===== src/rtl/instr_fetch_queue.sv =====
// instr_fetch_queue: instruction fetch stage sitting behind the PC register.
// Issues the PC to instruction memory (req/gnt), keeps returned words tagged
// with their PC in an in-order queue, and presents them to decode (valid/ready).
// A redirect (flush) empties the queue and swallows stale in-flight responses.
// Optional feature macro: IFQ_ALIGN_CHECK_EN (misaligned PCs become exception
// entries instead of memory requests).
module instr_fetch_queue #(
    parameter int DEPTH = 4
) (
    input  logic        Clk,
    input  logic        Reset,
    input  logic [31:0] pc,
    output logic        pc_advance,
    input  logic        flush,
    output logic        imem_req,
    output logic [31:0] imem_addr,
    input  logic        imem_gnt,
    input  logic        imem_rvalid,
    input  logic [31:0] imem_rdata,
    output logic        if_valid,
    output logic [31:0] if_instr,
    output logic [31:0] if_pc,
    output logic        if_exc,
    input  logic        id_ready
);
    localparam int AW = $clog2(DEPTH);
    localparam int PW = AW + 1;
    localparam logic [PW-1:0] DEPTH_P = PW'(DEPTH);
    localparam logic [PW-1:0] ONE_P   = PW'(1);
    localparam logic [PW-1:0] ZERO_P  = {PW{1'b0}};

    logic [31:0]      pc_mem_r    [DEPTH];
    logic [31:0]      instr_mem_r [DEPTH];
    logic [DEPTH-1:0] filled_r;
    logic [DEPTH-1:0] filled_n_s;
    logic [PW-1:0]    wr_r, fill_r, rd_r, discard_r;
    logic [PW-1:0]    wr_n_s, fill_n_s, rd_n_s, discard_n_s;
    logic [PW-1:0]    used_s, inflight_s;
    logic [AW-1:0]    wr_idx_s, fill_idx_s, rd_idx_s;
    logic             room_s, misalign_s, req_issue_s, exc_issue_s;
    logic             pop_s, resp_s, resp_keep_s;

    assign wr_idx_s   = wr_r[AW-1:0];
    assign fill_idx_s = fill_r[AW-1:0];
    assign rd_idx_s   = rd_r[AW-1:0];
    assign used_s     = wr_r - rd_r;

    // An entry can be reserved only out of reset, outside a redirect, with space left.
    assign room_s      = Reset & ~flush & (used_s < DEPTH_P);
`ifdef IFQ_ALIGN_CHECK_EN
    assign misalign_s  = (pc[1:0] != 2'b00);
`else
    assign misalign_s  = 1'b0;
`endif
    assign imem_req    = room_s & ~misalign_s;
    assign imem_addr   = pc;
    assign req_issue_s = imem_req & imem_gnt;
    assign exc_issue_s = room_s & misalign_s;
    assign pc_advance  = req_issue_s | exc_issue_s;

    // Responses in a flush cycle are always dropped; otherwise pending discards come first.
    assign resp_s      = imem_rvalid & ~flush;
    assign resp_keep_s = resp_s & (discard_r == ZERO_P);

    assign if_valid = filled_r[rd_idx_s];
    assign if_instr = instr_mem_r[rd_idx_s];
    assign if_pc    = pc_mem_r[rd_idx_s];
    assign pop_s    = if_valid & id_ready & ~flush;

`ifdef IFQ_ALIGN_CHECK_EN
    logic [DEPTH-1:0] exc_r;
    logic [PW-1:0]    scan_s;

    assign if_exc = exc_r[rd_idx_s] & if_valid;

    // Count real memory requests outstanding: unfilled entries between fill and wr.
    always_comb begin
        inflight_s = ZERO_P;
        scan_s     = fill_r;
        for (int i = 0; i < DEPTH; i++) begin
            scan_s = fill_r + PW'(i);
            if ((PW'(i) < (wr_r - fill_r)) && !filled_r[scan_s[AW-1:0]]) begin
                inflight_s = inflight_s + ONE_P;
            end else begin
                inflight_s = inflight_s;
            end
        end
    end
`else
    assign if_exc     = 1'b0;
    assign inflight_s = wr_r - fill_r;
`endif

    // Next-state for pointers, filled bits and the stale-response discard counter.
    always_comb begin
        wr_n_s      = wr_r;
        fill_n_s    = fill_r;
        rd_n_s      = rd_r;
        discard_n_s = discard_r;
        filled_n_s  = filled_r;
        if (flush) begin
            wr_n_s      = ZERO_P;
            fill_n_s    = ZERO_P;
            rd_n_s      = ZERO_P;
            filled_n_s  = {DEPTH{1'b0}};
            discard_n_s = discard_r + inflight_s - (imem_rvalid ? ONE_P : ZERO_P);
        end else begin
            if (pop_s) begin
                filled_n_s[rd_idx_s] = 1'b0;
                rd_n_s               = rd_r + ONE_P;
            end else begin
                rd_n_s = rd_r;
            end
            if (resp_keep_s) begin
                filled_n_s[fill_idx_s] = 1'b1;
                fill_n_s               = fill_r + ONE_P;
            end else if (resp_s) begin
                discard_n_s = discard_r - ONE_P;
            end else begin
                discard_n_s = discard_r;
            end
            if (pc_advance) begin
                wr_n_s = wr_r + ONE_P;
            end else begin
                wr_n_s = wr_r;
            end
            if (exc_issue_s) begin
                filled_n_s[wr_idx_s] = 1'b1;
            end else begin
                filled_n_s = filled_n_s;
            end
`ifdef IFQ_ALIGN_CHECK_EN
            // fill must always rest on the oldest entry still awaiting memory data.
            for (int i = 0; i < DEPTH; i++) begin
                if ((fill_n_s != wr_n_s) && filled_n_s[fill_n_s[AW-1:0]]) begin
                    fill_n_s = fill_n_s + ONE_P;
                end else begin
                    fill_n_s = fill_n_s;
                end
            end
`endif
        end
    end

    // Control state register.
    always_ff @(posedge Clk or negedge Reset) begin
        if (!Reset) begin
            wr_r      <= ZERO_P;
            fill_r    <= ZERO_P;
            rd_r      <= ZERO_P;
            discard_r <= ZERO_P;
            filled_r  <= {DEPTH{1'b0}};
        end else begin
            wr_r      <= wr_n_s;
            fill_r    <= fill_n_s;
            rd_r      <= rd_n_s;
            discard_r <= discard_n_s;
            filled_r  <= filled_n_s;
        end
    end

    // Entry payload: PC captured at issue, instruction word captured on a kept response.
    always_ff @(posedge Clk or negedge Reset) begin
        if (!Reset) begin
            for (int i = 0; i < DEPTH; i++) begin
                pc_mem_r[i]    <= 32'h0000_0000;
                instr_mem_r[i] <= 32'h0000_0000;
            end
`ifdef IFQ_ALIGN_CHECK_EN
            exc_r <= {DEPTH{1'b0}};
`endif
        end else begin
            if (pc_advance) begin
                pc_mem_r[wr_idx_s] <= pc;
`ifdef IFQ_ALIGN_CHECK_EN
                exc_r[wr_idx_s] <= exc_issue_s;
                if (exc_issue_s) begin
                    instr_mem_r[wr_idx_s] <= 32'h0000_0000;
                end
`endif
            end
            if (resp_keep_s) begin
                instr_mem_r[fill_idx_s] <= imem_rdata;
            end
        end
    end

endmodule


===== config.mk =====
export PLATFORM = sky130hd
export DESIGN_NAME = instr_fetch_queue
export DESIGN_NICKNAME = d
export VERILOG_FILES = /design/src/rtl/instr_fetch_queue.sv
export SDC_FILE = /design/constraint.sdc
export NUM_CORES = 1
export LEC_CHECK = 0
export ABC_AREA = 1
export ABC_CLOCK_PERIOD_IN_PS = 2700
export CAP_MARGIN = 20
export CORE_MARGIN = 2
export CORE_UTILIZATION = 30
export DETAILED_ROUTE_END_ITERATION = 10
export PLACE_DENSITY_LB_ADDON = 0.1
export SYNTH_ARGS = -nofsm -noshare
export SYNTH_HDL_FRONTEND = slang
export SYNTH_SLANG_ARGS = --single-unit

===== constraint.sdc =====
create_clock -name Clk -period 2.7 [get_ports Clk]
set_input_delay 0.54 -clock Clk [delete_from_list [all_inputs] [get_ports Clk]]
set_output_delay 0.54 -clock Clk [all_outputs]
set_load 0.01 [all_outputs]

==> results.json <==
{
  "status": "finished clean",
  "synth_cell_types": 24,
  "utilization": 0.382,
  "wirelength_um": 40900,
  "synth_area_um2": 13000,
  "reg2reg_from": "wr_r[0]",
  "rsz0062_at_grt": "yes",
  "whs_ps": 64.8,
  "synth_area_leader_cell": "dfrtp_1",
  "fill_cells": 4444,
  "ys_seq_area_frac": 0.524,
  "gr-total-overflow": 0,
  "clock-root-buffer": "clkbuf_16",
  "leakagePower_uw": 0.00823,
  "grt_pass1_vias": 11189,
  "grt_pass1_wl_um": 64700,
  "synth_edf_count": 0,
  "switchingPower_uw": 4170,
  "die_w_um": 212,
  "vias_per_cell": 4.92,
  "synth-async-reset-ratio": 1.00,
  "setup_viol": 0,
  "critical_path.max_stage_delay_ps": 480,
  "drv_slew": 0,
  "clkPwrFrac": 0.331,
  "cp.required_ps": 2160,
  "register_area_um2": 6810,
  "hp-class": "primary input to async pin",
  "die_area_um2": 45000,
  "dp.cells": 2203,
  "endpoint": "if_pc[7]",
  "cts_htree_levels": 2,
  "power_frac_comb": 0.267,
  "cts_sinks": 272,
  "syn-num-nets": 1654,
  "final_area_um2": 16400,
  "pin_count": 170,
  "fmax_ghz": 0.370,
  "drt-initial-drc-count": 926,
  "skew_ps": 14.7,
  "period_minus_slack_ps": 2700,
  "reg2reg_to": "discard_r[2]",
  "maxCapViolCount": 0,
  "p_int_uw": 8940,
  "detail-route-antenna-nets": 0,
  "relSlewSlack": 0.439,
  "synth.avg_cell_area_um2": 8.31,
  "cts.clk_slew.worst_paths_ps": 50,
  "rows": 76,
  "initial_core_util": 0.303,
  "power_density_nw_per_um2": 800,
  "yosysWarningCount": 0,
  "yosys-top-cells-count": "nand2_1 (422), dfrtp_1 (272), o21ai_0 (266), nand4_1 (136), nor2_1 (134)",
  "critPathArrivalTime_ps": 2160,
  "sequentialPowerShare": 0.402,
  "cts_made_buffers": 35,
  "r2r_setup_slack_ps": 120,
  "synth.most_common_cell": "nand2_1",
  "coreArea_um2": 42900,
  "clk_latency_ps": 540,
  "path_common_cell": "buf_4",
  "critical_path.cell_chain": "buf_4, buf_12, buf_4, o21ai_0, o22ai_1, dlygate4sd2_1",
  "synth_top_cell_area_share": 0.524,
  "cp_max_fo": 17,
  "multiInputGateArea_um2": 5190,
  "synth_ff_type": "dfrtp_1",
  "drive_above_1_share": 0.0866,
  "fp.dieH_um": 212,
  "hold_viol": 0,
  "postSynthCellCount": 1564,
  "slowest_stage": "dfrtp_4",
  "cts_tree": "done",
  "end_kind": "primary output",
  "grt_max_degree": 147,
  "gp_congestion": 0.746,
  "stdcell_count": 2271,
  "wire_per_inst_um": 18.0,
  "dpl-instance-area_um2": 15100,
  "dp_hpwl_um": 22500,
  "critPathKind": "flip-flop to primary output",
  "nNetsFinal": 1752,
  "timing.final.crit_share": 1.00,
  "startpoint": "rd_r[0]",
  "drc_errors": 0,
  "rr_worst_depth": 11,
  "switching_share": 0.318,
  "setup-tns-final_ps": 0,
  "tightest_slew_ps": 842,
  "syn_to_final_growth_pct": 26.1,
  "n_antenna_cell": 0,
  "antenna_found_initial": 0,
  "vias": 11174,
  "synth-seq-cells": 272,
  "clockBufferDepth": 3,
  "crit_path_start_kind": "flip-flop",
  "gr-usage-all-layers": 0.184,
  "drtPass1Iterations": 5,
  "ir_drop_mv": 0.430,
  "numPortBuffers": 168,
  "synthTopCellsByArea": "dfrtp_1 (52%), nand2_1 (12%), o21ai_0 (10%)"
}
## power by group through the flow
stage                     registers [uW]  clock network, uW  logic [uW]
after global routing                5370               4660        3940
after detailed placement            5330                  0        3710
after CTS                           5260               4500        3580
after floorplan                     5240                  0        1930
after global placement              5320                  0        3680
final                               5270               4340        3500
## sequential cells by signal (all words and copies together) (netlist names)
name / cells
instr_mem_r: 128
pc_mem_r: 128
filled_r: 4
discard_r: 3
fill_r: 3
rd_r: 3
wr_r: 3
## per-stage QoR
step           setup WS [ps]  power (uW)
6_report               0.549       13100
5_1_grt                 -116       14000
4_1_cts                 -189       13300
3_5_place_dp            -654        9030
3_3_place_gp            -636        9000
2_1_floorplan         0.0207        7170
## cell families after synthesis
logic type,share of synthesized area
XOR/XNOR,0.00270
other,0.000288
AND/OR/NAND/NOR,0.232
flip-flops,0.524
buffers and inverters,0.0823
adder cells (fa/ha/maj),0.0216
AO/OA/AOI/OAI,0.137
## how the worst min path moves through the flow
stage	to	depth (start not counted)	slack [ps]
6_report	fill_r[1]	2	60
5_1_grt	fill_r[1]	2	140
2_1_floorplan	discard_r[0]	0	240
4_1_cts	fill_r[1]	2	120
3_3_place_gp	pc_mem_r[42]	2	450
3_5_place_dp	pc_mem_r[57]	2	450
## what timing repair did
action | 4_1_cts | 5_1_grt
endpoints found under the setup margin | 68 | 38
buffers inserted | 2 | 1
hold buffers | 0 | 0
resized for setup | 65 | 69
pin swaps | 3 | 0
gates cloned | 3 | 1
## metal layers
layer | up-vias | GRT usage | share of wire
li1 | 5440 | - | -
met2 | 282 | 0.288 | 0.45
met1 | 5393 | 0.255 | 0.47
met5 | - | 0 | 0
met4 | 0 | 0.0634 | 0.023
met3 | 59 | 0.0352 | 0.055
## cells in the final DEF (no fill, tap or decap), drive strengths merged, types with 2 or more instances in the layout
cell type / synthesis / routed
nand3: 13 / 13
clkdlybuf4s15: 0 / 3
inv: 59 / 62
clkdlybuf4s50: 0 / 98
nand2: 422 / 422
buf: 87 / 55
clkinv: 0 / 7
fa: 4 / 4
nand4: 136 / 136
a21oi: 7 / 7
clkbuf: 75 / 64
o21ai: 266 / 266
dfrtp: 272 / 272
nor2: 135 / 135
ha: 16 / 16
dlygate4sd2: 0 / 35
dlymetal6s2s: 0 / 18
xor2: 2 / 2
o22ai: 64 / 64
xnor2: 2 / 2
## worst max-delay path, delay by kind of cell, from the launching register on
family	cells	cell delay, ps
compound gates	2	340
flops	1	480
buf+inv	4	800
## cell type report
| class | instances | area share |
|---|---|---|
| sequential | 272 | 0.416 |
| multi-input combinational | 1071 | 0.317 |
| timing repair buffer | 223 | 0.145 |
| clock buffer | 51 | 0.0602 |
| tap | 585 | 0.0447 |
| inverter | 59 | 0.0141 |
| clock inverter | 10 | 0.00374 |
Note: power is estimated with default switching activity, not from simulation.
